--- config.mk ---
export PLATFORM = sky130hd
export DESIGN_NAME = regfile_wb_arbiter_flat
export DESIGN_NICKNAME = d
export VERILOG_FILES = /design/src/rtl/regfile_wb_arbiter_if.sv /design/src/rtl/regfile_wb_arbiter.sv /design/src/flat_wrapper.sv
export SDC_FILE = /design/constraint.sdc
export NUM_CORES = 1
export LEC_CHECK = 0
export ABC_AREA = 0
export CAP_MARGIN = 5
export CORE_ASPECT_RATIO = 0.6
export CORE_UTILIZATION = 46
export CTS_BUF_LIST = sky130_fd_sc_hd__clkbuf_2 sky130_fd_sc_hd__clkbuf_4 sky130_fd_sc_hd__clkbuf_8
export DETAILED_ROUTE_END_ITERATION = 10
export PLACE_DENSITY = 0.88
export REMOVE_ABC_BUFFERS = 1
export SYNTH_ARGS = -nofsm -noshare
export SYNTH_HDL_FRONTEND = slang
export SYNTH_SLANG_ARGS = --single-unit
--- constraint.sdc ---
create_clock -name clk -period 3.8 [get_ports clk]
set_input_delay 0.76 -clock clk [delete_from_list [all_inputs] [get_ports clk]]
set_output_delay 0.76 -clock clk [all_outputs]
set_load 0.05 [all_outputs]
--- src/rtl/regfile_wb_arbiter_if.sv ---
// rtl/regfile_wb_arbiter_if.sv - writeback request channels and register-file write port bundle
interface regfile_wb_arbiter_if #(
  parameter int XLEN = 64
);
  logic            alu_valid;
  logic [4:0]      alu_rd;
  logic [XLEN-1:0] alu_data;
  logic            alu_ready;

  logic            mem_valid;
  logic [4:0]      mem_rd;
  logic [XLEN-1:0] mem_data;
  logic            mem_ready;

  logic            RegWrite;
  logic [5:0]      WriteReg;
  logic [XLEN-1:0] WriteData;

  modport master (
    output alu_valid, alu_rd, alu_data,
    input  alu_ready,
    output mem_valid, mem_rd, mem_data,
    input  mem_ready,
    input  RegWrite, WriteReg, WriteData
  );

  modport slave (
    input  alu_valid, alu_rd, alu_data,
    output alu_ready,
    input  mem_valid, mem_rd, mem_data,
    output mem_ready,
    output RegWrite, WriteReg, WriteData
  );
endinterface

--- src/rtl/regfile_wb_arbiter.sv ---
// rtl/regfile_wb_arbiter.sv - round-robin writeback arbiter with registered write stage and pending-write scoreboard
module regfile_wb_arbiter #(
  parameter int XLEN  = 64,
  parameter int NREGS = 32,
  parameter int CNT_W = 32
) (
  input  logic                 clk,
  input  logic                 reset,
  regfile_wb_arbiter_if.slave  wb,
  input  logic                 issue_valid,
  input  logic [4:0]           issue_rd,
  input  logic [4:0]           chk_rs1,
  input  logic [4:0]           chk_rs2,
  input  logic [4:0]           chk_rd,
  output logic                 stall,
  output logic [NREGS-1:0]     busy,
  output logic [CNT_W-1:0]     wb_count
);

  typedef enum logic {
    PTR_ALU = 1'b0,
    PTR_MEM = 1'b1
  } ptr_t;

  ptr_t            ptr_q, ptr_d;
  logic            grant_alu, grant_mem;
  logic            st_we;
  logic [4:0]      st_rd;
  logic [XLEN-1:0] st_data;
  logic            reg_write;
  logic [NREGS-1:0] busy_d;

  always_ff @(posedge clk) begin
    if (reset) ptr_q <= PTR_ALU;
    else       ptr_q <= ptr_d;
  end

  // Whoever is granted hands priority to the other requester, contested or not.
  always_comb begin
    grant_alu = 1'b0;
    grant_mem = 1'b0;
    ptr_d     = ptr_q;
    if (!reset) begin
      if (wb.alu_valid && (!wb.mem_valid || ptr_q == PTR_ALU)) begin
        grant_alu = 1'b1;
        ptr_d     = PTR_MEM;
      end else if (wb.mem_valid) begin
        grant_mem = 1'b1;
        ptr_d     = PTR_ALU;
      end
    end
  end

  assign wb.alu_ready = grant_alu;
  assign wb.mem_ready = grant_mem;

  // x0 requests are consumed but never raise the write enable.
  always_ff @(posedge clk) begin
    if (reset) begin
      st_we   <= 1'b0;
      st_rd   <= 5'd0;
      st_data <= '0;
    end else if (grant_alu) begin
      st_we   <= |wb.alu_rd;
      st_rd   <= wb.alu_rd;
      st_data <= wb.alu_data;
    end else if (grant_mem) begin
      st_we   <= |wb.mem_rd;
      st_rd   <= wb.mem_rd;
      st_data <= wb.mem_data;
    end else begin
      st_we   <= 1'b0;
    end
  end

  // A staged write is dropped if reset arrives while it sits in the output register.
  assign reg_write    = st_we & ~reset;
  assign wb.RegWrite  = reg_write;
  assign wb.WriteReg  = {1'b0, st_rd};
  assign wb.WriteData = st_data;

  // Set is applied after clear so a newer producer stays outstanding.
  always_comb begin
    busy_d = busy;
    if (reg_write)
      busy_d[st_rd] = 1'b0;
    if (issue_valid && issue_rd != 5'd0)
      busy_d[issue_rd] = 1'b1;
    busy_d[0] = 1'b0;
  end

  always_ff @(posedge clk) begin
    if (reset) begin
      busy     <= '0;
      wb_count <= '0;
    end else begin
      busy <= busy_d;
      if (reg_write)
        wb_count <= wb_count + CNT_W'(1);
    end
  end

  assign stall = busy[chk_rs1] | busy[chk_rs2] | busy[chk_rd];

endmodule
--- src/flat_wrapper.sv ---
// flat-port wrapper written by rule: the top's interface ports become plain ports
module regfile_wb_arbiter_flat 
#(
  parameter int XLEN  = 64,
  parameter int NREGS = 32,
  parameter int CNT_W = 32
)
  (clk, reset, issue_valid, issue_rd, chk_rs1, chk_rs2, chk_rd, stall, busy, wb_count, wb_alu_valid, wb_alu_rd, wb_alu_data, wb_alu_ready, wb_mem_valid, wb_mem_rd, wb_mem_data, wb_mem_ready, wb_RegWrite, wb_WriteReg, wb_WriteData);
  regfile_wb_arbiter_if #(.XLEN(XLEN)) wb_i ();
  input  logic clk;
  input  logic reset;
  input  logic issue_valid;
  input  logic [4:0] issue_rd;
  input  logic [4:0] chk_rs1;
  input  logic [4:0] chk_rs2;
  input  logic [4:0] chk_rd;
  output logic stall;
  output logic [NREGS-1:0] busy;
  output logic [CNT_W-1:0] wb_count;
  input wire logic [$bits(wb_i.alu_valid)-1:0] wb_alu_valid;
  input wire logic [$bits(wb_i.alu_rd)-1:0] wb_alu_rd;
  input wire logic [$bits(wb_i.alu_data)-1:0] wb_alu_data;
  output wire logic [$bits(wb_i.alu_ready)-1:0] wb_alu_ready;
  input wire logic [$bits(wb_i.mem_valid)-1:0] wb_mem_valid;
  input wire logic [$bits(wb_i.mem_rd)-1:0] wb_mem_rd;
  input wire logic [$bits(wb_i.mem_data)-1:0] wb_mem_data;
  output wire logic [$bits(wb_i.mem_ready)-1:0] wb_mem_ready;
  output wire logic [$bits(wb_i.RegWrite)-1:0] wb_RegWrite;
  output wire logic [$bits(wb_i.WriteReg)-1:0] wb_WriteReg;
  output wire logic [$bits(wb_i.WriteData)-1:0] wb_WriteData;
  assign wb_i.alu_valid = wb_alu_valid;
  assign wb_i.alu_rd = wb_alu_rd;
  assign wb_i.alu_data = wb_alu_data;
  assign wb_alu_ready = wb_i.alu_ready;
  assign wb_i.mem_valid = wb_mem_valid;
  assign wb_i.mem_rd = wb_mem_rd;
  assign wb_i.mem_data = wb_mem_data;
  assign wb_mem_ready = wb_i.mem_ready;
  assign wb_RegWrite = wb_i.RegWrite;
  assign wb_WriteReg = wb_i.WriteReg;
  assign wb_WriteData = wb_i.WriteData;
  regfile_wb_arbiter #(.XLEN(XLEN), .NREGS(NREGS), .CNT_W(CNT_W)) u_core (.clk(clk), .reset(reset), .wb(wb_i), .issue_valid(issue_valid), .issue_rd(issue_rd), .chk_rs1(chk_rs1), .chk_rs2(chk_rs2), .chk_rd(chk_rd), .stall(stall), .busy(busy), .wb_count(wb_count));
endmodule
==> results.json <==
{
  "finalPower_mw": 3.63,
  "start_util": 0.475,
  "avgSynthCellArea_um2": 8.15,
  "die_x_um": 156,
  "cts.htree.levels": 4,
  "startpoint": "chk_rs1[2]",
  "drv_slew": 0,
  "area_growth_pct": 54.7,
  "r2r_slack_ns": 1.49,
  "post_cts.repair.setup_buffers": 0,
  "syn_area_um2": 6560,
  "nets": 1241,
  "endpoint_kind": "output pin",
  "num_vias": 7319,
  "synthTopCellsByCount": "nand2_1, dfxtp_1, nor2_1",
  "clk_pin_slew_ns": 0.08,
  "path_class": "input pin to output pin",
  "cp.required_ns": 3.04,
  "cts_tree": "yes",
  "pin_count": 301,
  "wl_per_cell_um": 19.4,
  "finalCritPeriodShare": 0.986,
  "drt-initial-drc-count": 685,
  "ir_worst_vdd_uv": 199,
  "finalHoldViolations": 0,
  "holdBufCountCts": 0,
  "tns_ns": 0,
  "fp.dieH_um": 94.5,
  "routabilityCongestion": 0.991,
  "relSlewSlack": 0.325,
  "syn_inst": 804,
  "path_max_fanout": 3,
  "clockBufferDepth": 2,
  "drive_gt1_frac": 0.0780,
  "powerDensity_nw_per_um2": 357,
  "synth_area_leaders": "dfxtp_1, nand2_1, a311oi_1",
  "grt_pass1_vias": 6715,
  "ys_seq_area_frac": 0.409,
  "multiInputGateArea_um2": 3610,
  "insertion_delay_ns": 0.45,
  "clock-sinks": 134,
  "worst_setup_path_start_kind": "input pin",
  "yosysMostFrequentCell": "nand2_1",
  "nFillCells": 1034,
  "grt_usage": 0.341,
  "synth_area_leader_cell": "dfxtp_1",
  "final_cells": 1282,
  "rr_worst_depth": 5,
  "row_count": 33,
  "drc": 0,
  "r2r_end": "u_core.wb_count[31]$_SDFFE_PP0N_",
  "grt_max_degree": 136,
  "regArea_um2": 2680,
  "wirelength_um": 24800,
  "via_per_inst": 5.71,
  "grt_antenna_before_repair": 1,
  "antenna_cells": 0,
  "drv_cap": 0,
  "ant_nets": 0,
  "ys_types": 49,
  "fmax_mhz": 267,
  "worst_pin_slew_ns": 1.01,
  "numPortBuffers": 298,
  "power.leakage_nw": 3.58,
  "grt_pass1_wl_um": 38000,
  "grt_remaining_overflow": 0,
  "coreArea_um2": 13800,
  "async_flop_share": 0,
  "synth_top_flop_cell": "dfxtp_1",
  "clock_skew_ns": 0.0200,
  "cp.arrival_ns": 2.99,
  "yosys.area.top_type_share": 0.409,
  "numCtsBuffers": 17,
  "crit_end": "stall",
  "ys_warn_count": 0,
  "r2r_start": "u_core.wb_count[11]$_SDFFE_PP0N_",
  "dieArea_um2": 14700,
  "synth_edf_count": 0,
  "hold_path.class": "register to register",
  "clockRootBuffer": "clkbuf_8",
  "placedCellCount": 1250,
  "hpwl_um": 18400,
  "synth_seq_cells": 134,
  "drt_first_pass_iters": 6,
  "period_minus_slack_ns": 3.75,
  "setup_violations": 0,
  "status": "finished, final reports clean"
}
## report_power, final
part | leakage, nW | internal (mW) | switching, mW | total (mW)
sequential | 1.10 | 1.47 | 0.0570 | 1.53
combinational | 2.28 | 0.363 | 0.501 | 0.864
clock | 0.204 | 0.568 | 0.663 | 1.23
total | 3.58 | 2.40 | 1.22 | 3.63
## logic make-up (layout without fill, tap and decap cells)
| family | Yosys count | after routing | synth area share |
|---|---|---|---|
| buf+inv | 73 | 358 | 0.0443 |
| fa+ha+maj | 1 | 1 | 0.00191 |
| mux | 33 | 33 | 0.0868 |
| compound gates | 161 | 161 | 0.169 |
| other cells | 1 | 2 | 0.000572 |
| simple gates | 375 | 375 | 0.253 |
| xor+xnor | 26 | 26 | 0.0347 |
| flops | 134 | 134 | 0.409 |
## cell usage in the layout (no fill, tap or decap), drive strengths merged, types with 10 or more instances in the layout
cell type	n
dfxtp	134
o21ai	36
a311oi	67
buf	21
a21oi	43
xor2	10
inv	22
clkbuf	18
xnor2	16
mux2i	13
clkdlybuf4s50	294
nor2	105
mux4	19
nand3	13
nand2	184
## layout make-up
type / count / area share
Clock buffer: 18 / 0.0244
Timing Repair Buffer: 315 / 0.312
Inverter: 11 / 0.00407
Sequential cell: 134 / 0.264
Tap cell: 192 / 0.0237
Clock inverter: 14 / 0.0151
Multi-Input combinational cell: 598 / 0.356
## through the flow
step / worst slack [ns] / area, um2 / hold WS [ns] / util
floorplan: -1.52 / 6310 / 0.452 / -
finish: 0.0529 / 10100 / 0.468 / 0.735
CTS: 0.00294 / 10100 / 0.468 / 0.735
global placement: 0.00616 / 9730 / 0.456 / 0.705
detailed placement: 0.0132 / 9730 / 0.457 / 0.705
global route: -0.0212 / 10100 / 0.497 / 0.735
## metal layers
| layer | vias to the layer above | routed length (um) | track usage |
|---|---|---|---|
| li1 | 3401 | - | - |
| met1 | 3476 | 11000 | 0.488 |
| met2 | 406 | 10600 | 0.493 |
| met3 | 34 | 2800 | 0.101 |
| met4 | 2 | 384 | 0.0964 |
| met5 | - | 11 | 0 |
## critical path, stage by stage
cell and delay, ns:
clkdlybuf4s50_1 0.54, mux4_2 0.51, mux2i_1 0.23, nor3b_1 0.12, nor4_2 0.36, nand4_1 0.22
buf_4 0.24
## flip-flops by register name, summed over array words and instances (netlist names)
| signal | count |
|---|---|
| u_core.busy | 31 |
| u_core.wb_count | 32 |
| u_core.st_rd | 5 |
| u_core.st_we | 1 |
| u_core.wb.WriteData | 64 |
| u_core.ptr_q | 1 |
## worst min path at each step
stage	startpoint	end	slack [ns]	cells past startpoint
2_1_floorplan	u_core.ptr_q$_SDFFE_PP0P_	u_core.ptr_q$_SDFFE_PP0P_	0.45	2
6_report	u_core.wb.WriteData[63]$_SDFFE_PP0P_	u_core.wb.WriteData[63]$_SDFFE_PP0P_	0.47	2
5_1_grt	u_core.wb.WriteData[63]$_SDFFE_PP0P_	u_core.wb.WriteData[63]$_SDFFE_PP0P_	0.50	2
3_3_place_gp	u_core.wb.WriteData[63]$_SDFFE_PP0P_	u_core.wb.WriteData[63]$_SDFFE_PP0P_	0.46	2
3_5_place_dp	u_core.wb.WriteData[63]$_SDFFE_PP0P_	u_core.wb.WriteData[63]$_SDFFE_PP0P_	0.46	2
4_1_cts	u_core.wb.WriteData[63]$_SDFFE_PP0P_	u_core.wb.WriteData[63]$_SDFFE_PP0P_	0.47	2
## repair_timing
action | CTS | global route
hold endpoints to repair | 0 | 0
gates resized for setup | 0 | 3
endpoints found under the setup margin | 0 | 1
No activity file was read; power rests on OpenSTA's default activity.
